--- src/rtl/iterative_divider_if.sv ---
// iterative_divider_if: valid/ready operand and result channels of the divider
interface iterative_divider_if #(parameter int DATA_WIDTH = 8);
  logic in_valid, in_ready, mode, out_valid, out_ready, div_by_zero, overflow;
  logic [DATA_WIDTH-1:0] data_in_a, data_in_b, quotient, remainder;
  modport master(
    output in_valid, mode, data_in_a, data_in_b, out_ready,
    input in_ready, out_valid, quotient, remainder, div_by_zero, overflow
  );
  modport slave(
    input in_valid, mode, data_in_a, data_in_b, out_ready,
    output in_ready, out_valid, quotient, remainder, div_by_zero, overflow
  );
endinterface

--- src/rtl/iterative_divider.sv ---
// iterative_divider: restoring signed/unsigned divider, one quotient bit per clock
module iterative_divider #(
  parameter int DATA_WIDTH = 8
) (
  input logic clk,
  input logic rst_n,
  iterative_divider_if.slave bus
);
  localparam int W = DATA_WIDTH;
  localparam int CW = $clog2(W + 1);
  localparam logic [1:0] IDLE = 2'd0, CALC = 2'd1, DONE = 2'd2;
  localparam logic [W-1:0] MIN = {1'b1, {(W-1){1'b0}}};
  logic [1:0] state;
  logic [CW-1:0] cnt;
  logic [W-1:0] pr, dq, dvs, a_mag, b_mag, nxt_pr, nxt_dq, q_fix, r_fix;
  logic [W:0] sh;
  logic a_neg, b_neg, sa, sb, ge, min_ovf, b_zero;
  // dq starts as the dividend magnitude and fills with quotient bits from the LSB
  always_comb begin
    a_neg = bus.mode & bus.data_in_a[W-1];
    b_neg = bus.mode & bus.data_in_b[W-1];
    a_mag = a_neg ? -bus.data_in_a : bus.data_in_a;
    b_mag = b_neg ? -bus.data_in_b : bus.data_in_b;
    b_zero = bus.data_in_b == '0;
    min_ovf = bus.mode && bus.data_in_a == MIN && bus.data_in_b == '1;
    sh = {pr, dq[W-1]};
    ge = sh >= {1'b0, dvs};
    nxt_pr = ge ? W'(sh - {1'b0, dvs}) : sh[W-1:0];
    nxt_dq = {dq[W-2:0], ge};
    q_fix = (sa ^ sb) ? -nxt_dq : nxt_dq;
    r_fix = sa ? -nxt_pr : nxt_pr;
  end
  assign bus.in_ready = state == IDLE;
  assign bus.out_valid = state == DONE;
  always_ff @(posedge clk or negedge rst_n)
    if (!rst_n) begin
      state <= IDLE;
      cnt <= '0;
      pr <= '0;
      dq <= '0;
      dvs <= '0;
      sa <= 1'b0;
      sb <= 1'b0;
      bus.quotient <= '0;
      bus.remainder <= '0;
      bus.div_by_zero <= 1'b0;
      bus.overflow <= 1'b0;
    end else if (state == IDLE) begin
      if (bus.in_valid) begin
        cnt <= CW'(W);
        pr <= '0;
        dq <= a_mag;
        dvs <= b_mag;
        sa <= a_neg;
        sb <= b_neg;
        bus.div_by_zero <= b_zero;
        bus.overflow <= min_ovf;
        state <= (b_zero || min_ovf) ? DONE : CALC;
        if (b_zero) begin
          bus.quotient <= '1;
          bus.remainder <= bus.data_in_a;
        end else if (min_ovf) begin
          bus.quotient <= MIN;
          bus.remainder <= '0;
        end
      end
    end else if (state == CALC) begin
      pr <= nxt_pr;
      dq <= nxt_dq;
      cnt <= cnt - CW'(1);
      if (cnt == CW'(1)) begin
        state <= DONE;
        bus.quotient <= q_fix;
        bus.remainder <= r_fix;
      end
    end else if (bus.out_ready) begin
      state <= IDLE;
    end
endmodule
--- src/flat_wrapper.sv ---
// flat-port wrapper written by rule: the top's interface ports become plain ports
module iterative_divider_flat 
#(
  parameter int DATA_WIDTH = 8
)
  (clk, rst_n, bus_in_valid, bus_mode, bus_data_in_a, bus_data_in_b, bus_out_ready, bus_in_ready, bus_out_valid, bus_quotient, bus_remainder, bus_div_by_zero, bus_overflow);
  iterative_divider_if #(.DATA_WIDTH(DATA_WIDTH)) bus_i ();
  input logic clk;
  input logic rst_n;
  input wire logic [$bits(bus_i.in_valid)-1:0] bus_in_valid;
  input wire logic [$bits(bus_i.mode)-1:0] bus_mode;
  input wire logic [$bits(bus_i.data_in_a)-1:0] bus_data_in_a;
  input wire logic [$bits(bus_i.data_in_b)-1:0] bus_data_in_b;
  input wire logic [$bits(bus_i.out_ready)-1:0] bus_out_ready;
  output wire logic [$bits(bus_i.in_ready)-1:0] bus_in_ready;
  output wire logic [$bits(bus_i.out_valid)-1:0] bus_out_valid;
  output wire logic [$bits(bus_i.quotient)-1:0] bus_quotient;
  output wire logic [$bits(bus_i.remainder)-1:0] bus_remainder;
  output wire logic [$bits(bus_i.div_by_zero)-1:0] bus_div_by_zero;
  output wire logic [$bits(bus_i.overflow)-1:0] bus_overflow;
  assign bus_i.in_valid = bus_in_valid;
  assign bus_i.mode = bus_mode;
  assign bus_i.data_in_a = bus_data_in_a;
  assign bus_i.data_in_b = bus_data_in_b;
  assign bus_i.out_ready = bus_out_ready;
  assign bus_in_ready = bus_i.in_ready;
  assign bus_out_valid = bus_i.out_valid;
  assign bus_quotient = bus_i.quotient;
  assign bus_remainder = bus_i.remainder;
  assign bus_div_by_zero = bus_i.div_by_zero;
  assign bus_overflow = bus_i.overflow;
  iterative_divider #(.DATA_WIDTH(DATA_WIDTH)) u_core (.clk(clk), .rst_n(rst_n), .bus(bus_i));
endmodule
--- config.mk ---
export PLATFORM = sky130hd
export DESIGN_NAME = iterative_divider_flat
export DESIGN_NICKNAME = d
export VERILOG_FILES = /design/src/rtl/iterative_divider_if.sv /design/src/rtl/iterative_divider.sv /design/src/flat_wrapper.sv
export SDC_FILE = /design/constraint.sdc
export NUM_CORES = 1
export LEC_CHECK = 0
export ABC_AREA = 1
export CAP_MARGIN = 20
export CELL_PAD_IN_SITES_DETAIL_PLACEMENT = 0
export CELL_PAD_IN_SITES_GLOBAL_PLACEMENT = 1
export CORE_AREA = 2 2 68 134
export CTS_CLUSTER_DIAMETER = 200
export DETAILED_ROUTE_END_ITERATION = 7
export DIE_AREA = 0 0 70 136
export PLACE_DENSITY_LB_ADDON = 0.15
export SETUP_SLACK_MARGIN = 0.2
export SLEW_MARGIN = 20
export SYNTH_ARGS = -nofsm -noshare
export SYNTH_HDL_FRONTEND = slang
export SYNTH_SLANG_ARGS = --single-unit
export TNS_END_PERCENT = 20
--- constraint.sdc ---
create_clock -name clk -period 3.1 [get_ports clk]
set_input_delay 0.62 -clock clk [delete_from_list [all_inputs] [get_ports clk]]
set_output_delay 0.62 -clock clk [all_outputs]
set_load 0.01 [all_outputs]
==> flow_summary.ini <==
[placed_design]
placed_cell_area_um2 = 3900
gp_congestion = 0.844
dpl.hpwl_um = 7540
numPortBuffers = 40
dp_slack_ns = 0.0196

[clock_network]
clock-root-buffer = clkbuf_16
clk_pin_slew_ns = 0.07
clk_latency_ns = 0.29
tritoncts = done
hold_buffers = 0
cts_max_path_buffers = 2
cts_buffers = 5
htree_num_levels = 2
cts.sinks = 50

[logic_synthesis]
synth_top_area_cell = dfrtp_1
yosys_warnings = 0
ys_async_sr_fraction = 1.00
netlist_area_um2 = 3390
ys_seq_elements = 50
synth_edf_count = 0
synth_flop_cell = dfrtp_1
yosysTopAreaCellShare = 0.369
ys_seq_area_frac = 0.369
ys_types = 37
synthTopCellsByArea = dfrtp_1 37%, nand2_1 11%, inv_1 6.4%
synth_fp_nets = 494
synth_cells = 457
syn_avg_cell_area_um2 = 7.43

[finish]
fin_area_um2 = 4060
num-fill-cells = 877
nets = 536
seq_area_um2 = 1250
layout-drive-gt1-share = 0.0980
area_delta_synth_final_pct = 19.5
most-common-layout-cells = 98 x nand2_1, 58 x inv_1, 50 x dfrtp_1
antenna_cells = 0
multi_input_area_um2 = 1860
layout_commonest_cell = nand2_1

[sta]
final.min_clock_period_ns = 2.63
fin_worst_skew_ns = 0.00568
fmax_ghz = 0.380
fin_crit_sh = 0.849
setup_tns_ns = 0
slew_violations = 0
setup_slack_ns = 0.469
maxSlewHeadroom = 0.425
worst_pin_slew_ns = 0.859
setup_viol = 0
hold_violations = 0
grt_setup_unrepaired = false

[worst_setup_path]
crit_end = u_core.bus.quotient[5]
rrSetupSlack_ns = 0.48
critPathLaunchType = primary input
arrival_ns = 2.85
cp.required_ns = 3.32
end_kind = flip-flop
r2r-start = u_core.pr[3]
crit_type = primary input to flip-flop
critPathLaunch = bus_data_in_b[1]
r2r_cells = 16
timing.rr.end = u_core.bus.remainder[6]
crit_fanout = 17

[routing]
vias = 3130
ant_nets = 0
routed_wl_um = 9650
avgViaCountPerCell = 5.22
post_drt_wl_per_cell_um = 16.1
first_pass_iters = 4
route.detailed.drc = 0
drtIter0Drc = 145

[min_path]
hold_class = primary input to async pin

[floorplanning]
die_area_um2 = 9520
core-area_um2 = 8530
placementRows = 48
boundaryPins = 41
die_w_um = 70
die_y_um = 136
initial_core_util = 0.398

[pwr]
leakagePower_nw = 1.95
ir_worst_vdd_mv = 0.701
power.density_nw_per_um2 = 1310

[status]
status = finished, final reports clean

[grt]
antenna_found_initial = 0
grt_pass1_vias = 3117
overflow = 0
track_usage = 0.215
grt_pass1_wl_um = 15800
grt_max_degree = 36

[job]
drv_cap = 0
[cell type report]
cell class / instances / share of cell area
Inverter: 60 / 0.0562
Tap cell: 100 / 0.0309
Clock buffer: 7 / 0.0352
Clock inverter: 1 / 0.00123
Timing Repair Buffer: 47 / 0.110
Sequential cell: 50 / 0.309
Multi-Input combinational cell: 335 / 0.458
[state kept, by name (all words and copies together), names as in the netlist]
name                    count
u_core.sb                   1
u_core.bus.overflow         1
u_core.dvs                  8
u_core.pr                   8
u_core.cnt                  4
u_core.bus.quotient         8
u_core.dq                   8
u_core.bus.remainder        8
u_core.state                2
u_core.sa                   1
u_core.bus.div_by_zero      1
[cell usage after synthesis, types with 5 or more instances]
library cell and instances:
ha_1 15, nand2_2 9, clkbuf_1 7, o21ai_0 39, nor2_1 40, xor2_1 7
nand4_1 5, dfrtp_1 50, nor2_2 5, o22ai_1 5, nand2_4 7, nand3_1 39
a21oi_1 25, nand2_1 98, nor3_1 8, inv_1 58
[repair_timing]
action	4_1_cts	5_1_grt
setup buffers	0	0
endpoints found under the setup margin	0	13
gates resized for setup	0	5
[per-stage QoR]
stage	hold slack, ns	utilization	std cells	total power [mW]
2_1_floorplan	0.324	-	457	3.80
6_report	0.238	0.475	600	5.33
3_5_place_dp	0.475	0.457	592	4.75
3_3_place_gp	0.464	0.457	592	4.72
4_1_cts	0.253	0.474	600	5.34
5_1_grt	0.264	0.475	600	5.85
[layer usage]
layer | up-vias | GRT usage | share of wire
li1 | 1586 | - | -
met1 | 1462 | 0.230 | 0.38
met2 | 63 | 0.417 | 0.56
met3 | 19 | 0.0185 | 0.025
met4 | 0 | 0.0972 | 0.027
met5 | - | 0 | 0
[worst min-delay path by stage]
stage | start | end | slack, ns
6_report | rst_n | u_core.cnt[3] | 0.24
5_1_grt | rst_n | u_core.bus.overflow | 0.26
4_1_cts | rst_n | u_core.dvs[6] | 0.25
3_5_place_dp | u_core.bus.quotient[6] | u_core.bus.quotient[6] | 0.48
3_3_place_gp | u_core.cnt[3] | u_core.cnt[3] | 0.46
2_1_floorplan | rst_n | u_core.bus.div_by_zero | 0.32
[report_power, final]
group | total [mW] | internal (mW) | switching, mW
clock network | 0.571 | 0.321 | 0.250
registers | 1.20 | 0.963 | 0.236
logic | 3.56 | 1.31 | 2.25
[critical path, stage by stage]
cell and delay [ns]:
clkdlybuf4s50_1 0.47, inv_1 0.09, ha_1 0.16, inv_1 0.04, nor3_1 0.25, nand4_1 0.20, a31oi_1 0.20, nand2_1 0.31
inv_4 0.30, nor2_1 0.06, a31oi_1 0.14
[cells by family (layout without fill, tap and decap cells)]
kind of cell    count (synthesis)  in the layout  share of synthesized area
xor+xnor                       11             11                     0.0284
flops                          50             50                      0.369
buf+inv                        72            115                     0.0874
compound gates                 89             89                      0.149
simple gates                  219            219                      0.306
fa+ha+maj                      16             16                     0.0612
Note: power is estimated with default switching activity, not from simulation.
